`src/rtl/csa_pkg.sv`:
```
// Shared types and defaults for the carry-save resolver.
// Holds the FSM state encoding and the default operand/chunk widths.
package csa_pkg;

  localparam int CSA_W     = 8;
  localparam int CSA_CHUNK = 2;

  typedef enum logic [1:0] {
    S_IDLE = 2'd0,
    S_RUN  = 2'd1,
    S_DONE = 2'd2
  } state_t;

endpackage

```
`src/rtl/chunk_adder.sv`:
```
// Narrow ripple adder with carry in/out.
// One instance is time-shared across all chunks of an operand.
module chunk_adder #(
  parameter int N = 2
) (
  input  logic [N-1:0] a,
  input  logic [N-1:0] b,
  input  logic         ci,
  output logic [N-1:0] s,
  output logic         co
);

  logic [N:0] c;

  always_comb begin
    c    = '0;
    s    = '0;
    c[0] = ci;
    for (int i = 0; i < N; i++) begin
      s[i]   = a[i] ^ b[i] ^ c[i];
      c[i+1] = (a[i] & b[i]) | (c[i] & (a[i] ^ b[i]));
    end
    co = c[N];
  end

endmodule

```
`src/rtl/csa_resolver.sv`:
```
// Resolves a carry-save pair into binary, CHUNK bits per cycle.
// Operands shift right each cycle so the adder always sees the low chunk.
module csa_resolver
  import csa_pkg::*;
#(
  parameter int W     = CSA_W,
  parameter int CHUNK = CSA_CHUNK
) (
  input  logic         clk,
  input  logic         reset,
  input  logic         in_valid,
  output logic         in_ready,
  input  logic [W-1:0] sum_in,
  input  logic [W-1:0] carry_in,
  output logic         out_valid,
  input  logic         out_ready,
  output logic [W:0]   result,
  output logic         busy
);

  localparam int NCH = W / CHUNK;
  localparam int CW  = (NCH > 1) ? $clog2(NCH) : 1;

  if (CHUNK < 1 || (W % CHUNK) != 0) begin : g_chk
    $fatal(1, "csa_resolver: W must be a multiple of CHUNK");
  end

  state_t          state;
  logic [W-1:0]    a_q;
  logic [W-1:0]    b_q;
  logic [W-1:0]    lo_q;
  logic            msb_q;
  logic [CW-1:0]   cnt;
  logic            cy;

  logic [CHUNK-1:0]   s;
  logic               co;
  logic               last;
  logic [W+CHUNK-1:0] lo_next;

  chunk_adder #(.N(CHUNK)) u_add (
    .a  (a_q[CHUNK-1:0]),
    .b  (b_q[CHUNK-1:0]),
    .ci (cy),
    .s  (s),
    .co (co)
  );

  // New sum enters at the top; after NCH shifts chunk k sits at k*CHUNK.
  assign lo_next = {s, lo_q};
  assign last    = (cnt == CW'(NCH - 1));

  always_ff @(posedge clk) begin
    if (reset) begin
      state <= S_IDLE;
      a_q   <= '0;
      b_q   <= '0;
      lo_q  <= '0;
      msb_q <= 1'b0;
      cnt   <= '0;
      cy    <= 1'b0;
    end else begin
      unique case (state)
        S_IDLE: begin
          if (in_valid) begin
            a_q   <= sum_in;
            b_q   <= carry_in;
            cnt   <= '0;
            cy    <= 1'b0;
            state <= S_RUN;
          end
        end
        S_RUN: begin
          a_q  <= a_q >> CHUNK;
          b_q  <= b_q >> CHUNK;
          lo_q <= lo_next[W+CHUNK-1:CHUNK];
          cy   <= co;
          cnt  <= cnt + CW'(1);
          if (last) begin
            msb_q <= co;
            cnt   <= '0;
            state <= S_DONE;
          end
        end
        S_DONE: begin
          if (out_ready) state <= S_IDLE;
        end
        default: state <= S_IDLE;
      endcase
    end
  end

  assign in_ready  = !reset && (state == S_IDLE);
  assign out_valid = !reset && (state == S_DONE);
  assign busy      = !reset && (state != S_IDLE);
  assign result    = {msb_q, lo_q};

endmodule

```
`config.mk`:
```
export PLATFORM = sky130hd
export DESIGN_NAME = csa_resolver
export DESIGN_NICKNAME = d
export VERILOG_FILES = /design/src/rtl/csa_pkg.sv /design/src/rtl/chunk_adder.sv /design/src/rtl/csa_resolver.sv
export SDC_FILE = /design/constraint.sdc
export NUM_CORES = 1
export LEC_CHECK = 0
export BUFFER_PORTS_ARGS = -buffer_cell sky130_fd_sc_hd__buf_2
export CORE_MARGIN = 2
export CORE_UTILIZATION = 43
export CTS_CLUSTER_SIZE = 40
export DETAILED_ROUTE_END_ITERATION = 10
export GPL_ROUTABILITY_DRIVEN = 0
export PLACE_DENSITY = 0.66
export SLEW_MARGIN = 20
export SYNTH_ARGS = -nofsm -noshare
export SYNTH_HDL_FRONTEND = slang
export SYNTH_SLANG_ARGS = --single-unit
```
`constraint.sdc`:
```
create_clock -name clk -period 1.6 [get_ports clk]
set_input_delay 0.16 -clock clk [delete_from_list [all_inputs] [get_ports clk]]
set_output_delay 0.16 -clock clk [all_outputs]
set_load 0.01 [all_outputs]
```
==> reports/metrics.cfg, run 1 <==
[min_path]
hp-class = primary input to register

[final_layout]
drive_above_1_share = 0.341
register_area_um2 = 601
fillers = 307
syn_to_final_growth_pct = 15.3
post-route-util = 0.512
diodes = 0
design_area_um2 = 1540
nNetsFinal = 194
multi_input_area_um2 = 593

[power_and_ir_drop]
leakagePower_nw = 0.622
seqPwrFrac = 0.559
power_mw = 1.47
powerDensity_nw_per_um2 = 956
power_frac_comb = 0.146
power_frac_clock = 0.295
swShare = 0.259
internal_power_mw = 1.09
power.switching_mw = 0.381
max-vdd-ir-drop_v = 0.000491

[logic_synthesis]
synth_nets = 166
avgSynthCellArea_um2 = 9.32
synth-seq-cells = 30
netlist_instances = 143
synthFlopType = dfxtp_1
yosysWarnings = 0
ys_types = 29
synth_edf_count = 0
syn-cell-area_um2 = 1330
yosysSeqAreaShare = 0.451
async_flop_share = 0

[global_routing]
first_global_vias = 1039
grt_antenna_before_repair = 0
grt.overflow.total = 0
grt_use_total = 0.179
grt_pass1_wl_um = 4640
grt_max_degree = 28

[routing]
met1_length_um = 1270
highest_layer = met4
drc = 0
wl_per_cell_um = 13.9
drt_pass1_iterations = 4
vias_per_cell = 5.36
dr_total_vias = 1089
totalWireLength_um = 2810
antenna_left = 0
route.met3.wl_um = 105
drtIter0Drc = 37
wl_met2_um = 1380

[setup_path]
path_max_fanout = 2
cp.required_ns = 1.84
slowest_stage = fa_2
critPathKind = register to register
cp_slowest_stage_delay_ns = 0.40
worst_setup_path_start_kind = register
crit_arrival_ns = 1.77
cpMostUsedCell = fa_2
crit_path_end_kind = register
path_cells = inv_1 > fa_2 > fa_2 > a311oi_2

[floorplanning]
dieArea_um2 = 3560
fp.dieH_um = 59.7
core_um2 = 3000
fp.dieW_um = 59.7
placementRows = 20
start_util = 0.444
io_pins = 32

[clocking]
numClockSinks = 30
cts_buffer_depth = 2
htreeDepth = 2
cts_root_buf = clkbuf_4
insertion_delay_ns = 0.33
clkTransAtPathRegs_ns = 0.09
cts_made_buffers = 5
cts_setup_buffers = 0
cts_tree = built

[sta]
tightestPinTransition_ns = 0.487
clock_skew_ns = 0.0100
hold_viol = 0
hold_ws_ns = 0.100
setup_violations = 0
layout_min_cycle_time_ns = 1.53
max_freq_mhz = 653
slew_violations = 0
slew_headroom = 0.675
post-route-period-util = 0.957

[job]
cap_violations = 0

[placed_design]
io_buffer_count = 31
place_area_um2 = 1470
dpl.hpwl_um = 1950

[status]
status = finished, final reports clean

==> cells by family after synthesis <==
family | count (synthesis) | synth area share
multiplexers | 1 | 0.00751
adder cells (fa/ha/maj) | 3 | 0.0394
flip-flops | 30 | 0.451
buffers and inverters | 30 | 0.113
AND/OR/NAND/NOR | 34 | 0.127
AO/OA/AOI/OAI | 45 | 0.263
==> registers in the layout, summed over array words and instances, names as in the netlist <==
register	count
cy	1
a_q	8
cnt	2
b_q	8
lo_q	8
state	2
msb_q	1
==> layer usage <==
metal,up-vias,track usage
li1,549,-
met4,0,0.105
met3,7,0.0541
met5,-,0
met2,21,0.283
met1,512,0.214
==> final timing paths <==
check | from | end | slack (ns) | cells past startpoint
worst min register to register | lo_q[0] | lo_q[0] | 0.45 | 2
worst min-delay path | carry_in[3] | b_q[3] | 0.10 | 2
worst max register to register | a_q[0] | msb_q | 0.07 | 4
worst max-delay path | a_q[0] | msb_q | 0.07 | 4
==> area by class of cell <==
class	instances	area share
clock buffer	6	0.0334
timing repair buffer	33	0.119
tap	33	0.0269
multi-input combinational	83	0.386
sequential	30	0.391
inverter	18	0.0440
==> cell usage after synthesis (3+ instances only) <==
| library cell | instances | area share |
|---|---|---|
| clkbuf_1 | 3 | 0.0085 |
| o221a_2 | 6 | 0.051 |
| buf_6 | 3 | 0.025 |
| buf_4 | 3 | 0.017 |
| o221a_1 | 6 | 0.051 |
| dfxtp_1 | 30 | 0.45 |
| a21oi_1 | 16 | 0.060 |
| nand2_1 | 12 | 0.034 |
| nor2_1 | 11 | 0.031 |
| inv_1 | 18 | 0.051 |
| buf_2 | 3 | 0.011 |
| a21oi_2 | 6 | 0.039 |
==> critical path, delay by kind of cell (launching register included) <==
family          cells  cell delay (ns)
buf+inv             1             0.06
fa+ha+maj           2             0.78
compound gates      1             0.27
flops               1             0.34
==> through the flow <==
step | cells | TNS [ns] | setup WS (ns)
2_1_floorplan | 143 | 0 | 0.125
3_3_place_gp | 197 | 0 | 0.0941
3_5_place_dp | 197 | -0.00612 | -0.00612
4_1_cts | 203 | 0 | 0.0308
5_1_grt | 203 | -0.0000183 | -0.0000183
6_report | 203 | 0 | 0.0690
==> timing repair <==
item,4_1_cts,5_1_grt
gates resized for setup,1,2
hold buffers,0,0
pin swaps,1,1
endpoints found under the setup margin,1,2
==> power groups by stage <==
stage | sequential [mW] | combinational [mW] | clock [mW]
3_5_place_dp | 0.838 | 0.214 | 0
5_1_grt | 0.828 | 0.239 | 0.490
2_1_floorplan | 0.831 | 0.157 | 0
4_1_cts | 0.822 | 0.214 | 0.450
3_3_place_gp | 0.836 | 0.206 | 0
6_report | 0.821 | 0.214 | 0.433
==> layout by cell type, fill, tap and decap left out, types with 2 or more instances in the layout <==
master | synthesis | routed
a21oi_2 | 6 | 6
a211oi_1 | 2 | 2
a22oi_1 | 2 | 2
nor2_2 | 2 | 2
nand2_1 | 12 | 12
fa_2 | 0 | 2
clkbuf_4 | 0 | 5
o221a_2 | 6 | 6
nor3_1 | 2 | 2
o221a_1 | 6 | 6
a21oi_1 | 16 | 16
nand4bb_1 | 2 | 2
dfxtp_1 | 30 | 30
inv_1 | 18 | 18
nor3b_1 | 2 | 2
o21ai_0 | 2 | 2
buf_2 | 3 | 31
nor2_1 | 11 | 11
a32oi_1 | 2 | 2
Note: power is estimated with default switching activity, not from simulation.
==> inputs of run 2 (changes only) <==
--- a/config.mk
+++ b/config.mk
@@ -11,7 +11,7 @@
 export CTS_CLUSTER_SIZE = 40
 export DETAILED_ROUTE_END_ITERATION = 10
 export GPL_ROUTABILITY_DRIVEN = 0
-export PLACE_DENSITY = 0.66
+export PLACE_DENSITY = 0.69
 export SLEW_MARGIN = 20
 export SYNTH_ARGS = -nofsm -noshare
 export SYNTH_HDL_FRONTEND = slang
==> constraint.sdc (replaced) <==
create_clock -name clk -period 1.4 [get_ports clk]
set_input_delay 0.14 -clock clk [delete_from_list [all_inputs] [get_ports clk]]
set_output_delay 0.14 -clock clk [all_outputs]
set_load 0.01 [all_outputs]
==> run 2 against run 1 <==
Net effect: the flow now finishes with violations (setup timing); combinational power rose by 14%; sequential power increased by 14%; total power rose by 11%; first-iteration DRC count increased by 16%; final area rose by 1.1%; clock skew fell by 0.0037 ns; global-route usage decreased by 0.53 points; wire length is 5.0% lower; non-clock buffer count increased by 4; critical endpoint unchanged; largest power group unchanged; clock power rose by 4.6%.
==> reports/metrics.cfg, run 2 (synthesis gave the netlist of run 1 again) <==
[setup_path]
worst_setup_path_start_kind = register
cpMostUsedCell = fa_2
cp-endpoint = msb_q
startpoint = cy
critPathKind = register to register
slowest_stage = fa_2
path_cells = inv_2 > fa_2 > fa_2 > a311oi_2
cp.required_ns = 1.63
path_max_fanout = 2
r2r_start = cy
crit_path_end_kind = register
path_buf_inv = 1
cp_slowest_stage_delay_ns = 0.37
crit_family = adder cells
rr_worst_depth = 4
rrSetupSlack_ns = -0.06
cp.depth = 4
crit_arrival_ns = 1.68
reg2reg_to = msb_q

[sta]
hold_ws_ns = 0.0861
max_freq_mhz = 686
rsz0062_at_grt = yes
slew_headroom = 0.719
clock_skew_ns = 0.00634
layout_min_cycle_time_ns = 1.46
slew_violations = 0
setup_violations = 3
post-route-period-util = 1.04
layout_setup_ws_ns = -0.0568
hold_viol = 0
tightestPinTransition_ns = 0.421

[floorplanning]
start_util = 0.444
io_pins = 32
dieArea_um2 = 3560
placementRows = 20
fp.dieH_um = 59.7
core_um2 = 3000
fp.dieW_um = 59.7

[clocking]
insertion_delay_ns = 0.32
cts_hold_buffers = 0
cts_made_buffers = 5
cts_tree = built
cts_setup_buffers = 0
numClockSinks = 30
clkTransAtPathRegs_ns = 0.09
cts_buffer_depth = 2
htreeDepth = 2
cts_root_buf = clkbuf_4

[power_and_ir_drop]
max-vdd-ir-drop_v = 0.000650
swShare = 0.261
power_frac_clock = 0.277
power_frac_comb = 0.149
power.switching_mw = 0.426
powerDensity_nw_per_um2 = 1050
internal_power_mw = 1.21
seqPwrFrac = 0.574
leakagePower_nw = 0.635

[global_routing]
grt_antenna_before_repair = 0
grt_max_degree = 21
grt_use_total = 0.174
first_global_vias = 1054
grt.overflow.total = 0
grt_pass1_wl_um = 4510

[routing]
dr_total_vias = 1088
antenna_left = 0
drt_pass1_iterations = 4
drtIter0Drc = 43
drc = 0
vias_per_cell = 5.23
totalWireLength_um = 2670
wl_per_cell_um = 12.8

[final_layout]
nNetsFinal = 198
final_cell_mix = buf_2 (31), dfxtp_1 (26), inv_1 (17), a21oi_1 (16), nand2_1 (12)
syn_to_final_growth_pct = 16.5
drive_above_1_share = 0.377
top_regs = a_q x8, b_q x8, lo_q x8
diodes = 0
fillers = 298
final_common_cell = buf_2
instances_no_fill = 208
post-route-util = 0.517

[placed_design]
preCtsSetupSlack_ns = -0.0522
dp_cells = 201
io_buffer_count = 31
dpl.hpwl_um = 1950

[status]
violations = setup timing
status = finished with violations

[job]
cap_violations = 0

[min_path]
hp-class = primary input to register

run 2: worst register-to-register path, cell delays in order (launching register included):
cell      delay (ns)
dfxtp_2         0.34
inv_2           0.04
fa_2            0.37
fa_2            0.35
a311oi_2        0.26
run 2: power groups by stage:
| stage | logic, mW | clock network [mW] | registers (mW) |
|---|---|---|---|
| after detailed placement | 0.243 | 0 | 0.957 |
| after global placement | 0.236 | 0 | 0.956 |
| after floorplan | 0.181 | 0 | 0.950 |
| final | 0.243 | 0.453 | 0.938 |
| after CTS | 0.246 | 0.473 | 0.938 |
| after global routing | 0.274 | 0.507 | 0.946 |
run 2: layout make-up:
class | instances | area, um2 | area share
clock buffers | 7 | 45.0 | 0.0290
inverters | 18 | 67.6 | 0.0435
multi-input cells | 83 | 593 | 0.382
flip-flops and latches | 30 | 606 | 0.390
well taps | 33 | 41.3 | 0.0266
repair buffers | 37 | 200 | 0.129
run 2: worst min path at each step:
stage	from	slack [ns]	depth (start not counted)	to
global route	carry_in[4]	0.07	2	b_q[4]
global placement	carry_in[6]	0.41	3	b_q[6]
detailed placement	carry_in[6]	0.41	3	b_q[6]
floorplan	sum_in[6]	0.31	2	a_q[6]
finish	carry_in[5]	0.09	2	b_q[5]
CTS	carry_in[6]	0.07	3	b_q[6]
run 2: per-stage QoR:
step	power, mW	area [um2]	TNS [ns]
after floorplan	1.13	1340	-0.0175
after global placement	1.19	1500	-0.0192
after detailed placement	1.20	1500	-0.0893
after CTS	1.66	1550	-0.106
after global routing	1.73	1550	-0.315
final	1.63	1550	-0.106
run 2: per-layer routing:
| metal | vias up | GRT usage | part of all wire |
|---|---|---|---|
| met3 | 5 | 0.0606 | 0.055 |
| met1 | 502 | 0.206 | 0.44 |
| met2 | 23 | 0.283 | 0.49 |
| met4 | 0 | 0.0762 | 0.019 |
| li1 | 558 | - | - |
| met5 | - | 0 | 0 |
run 2: repair_timing:
item	4_1_cts	5_1_grt
gates resized for setup	3	1
endpoints found under the hold margin	0	0
setup endpoints to repair	4	11
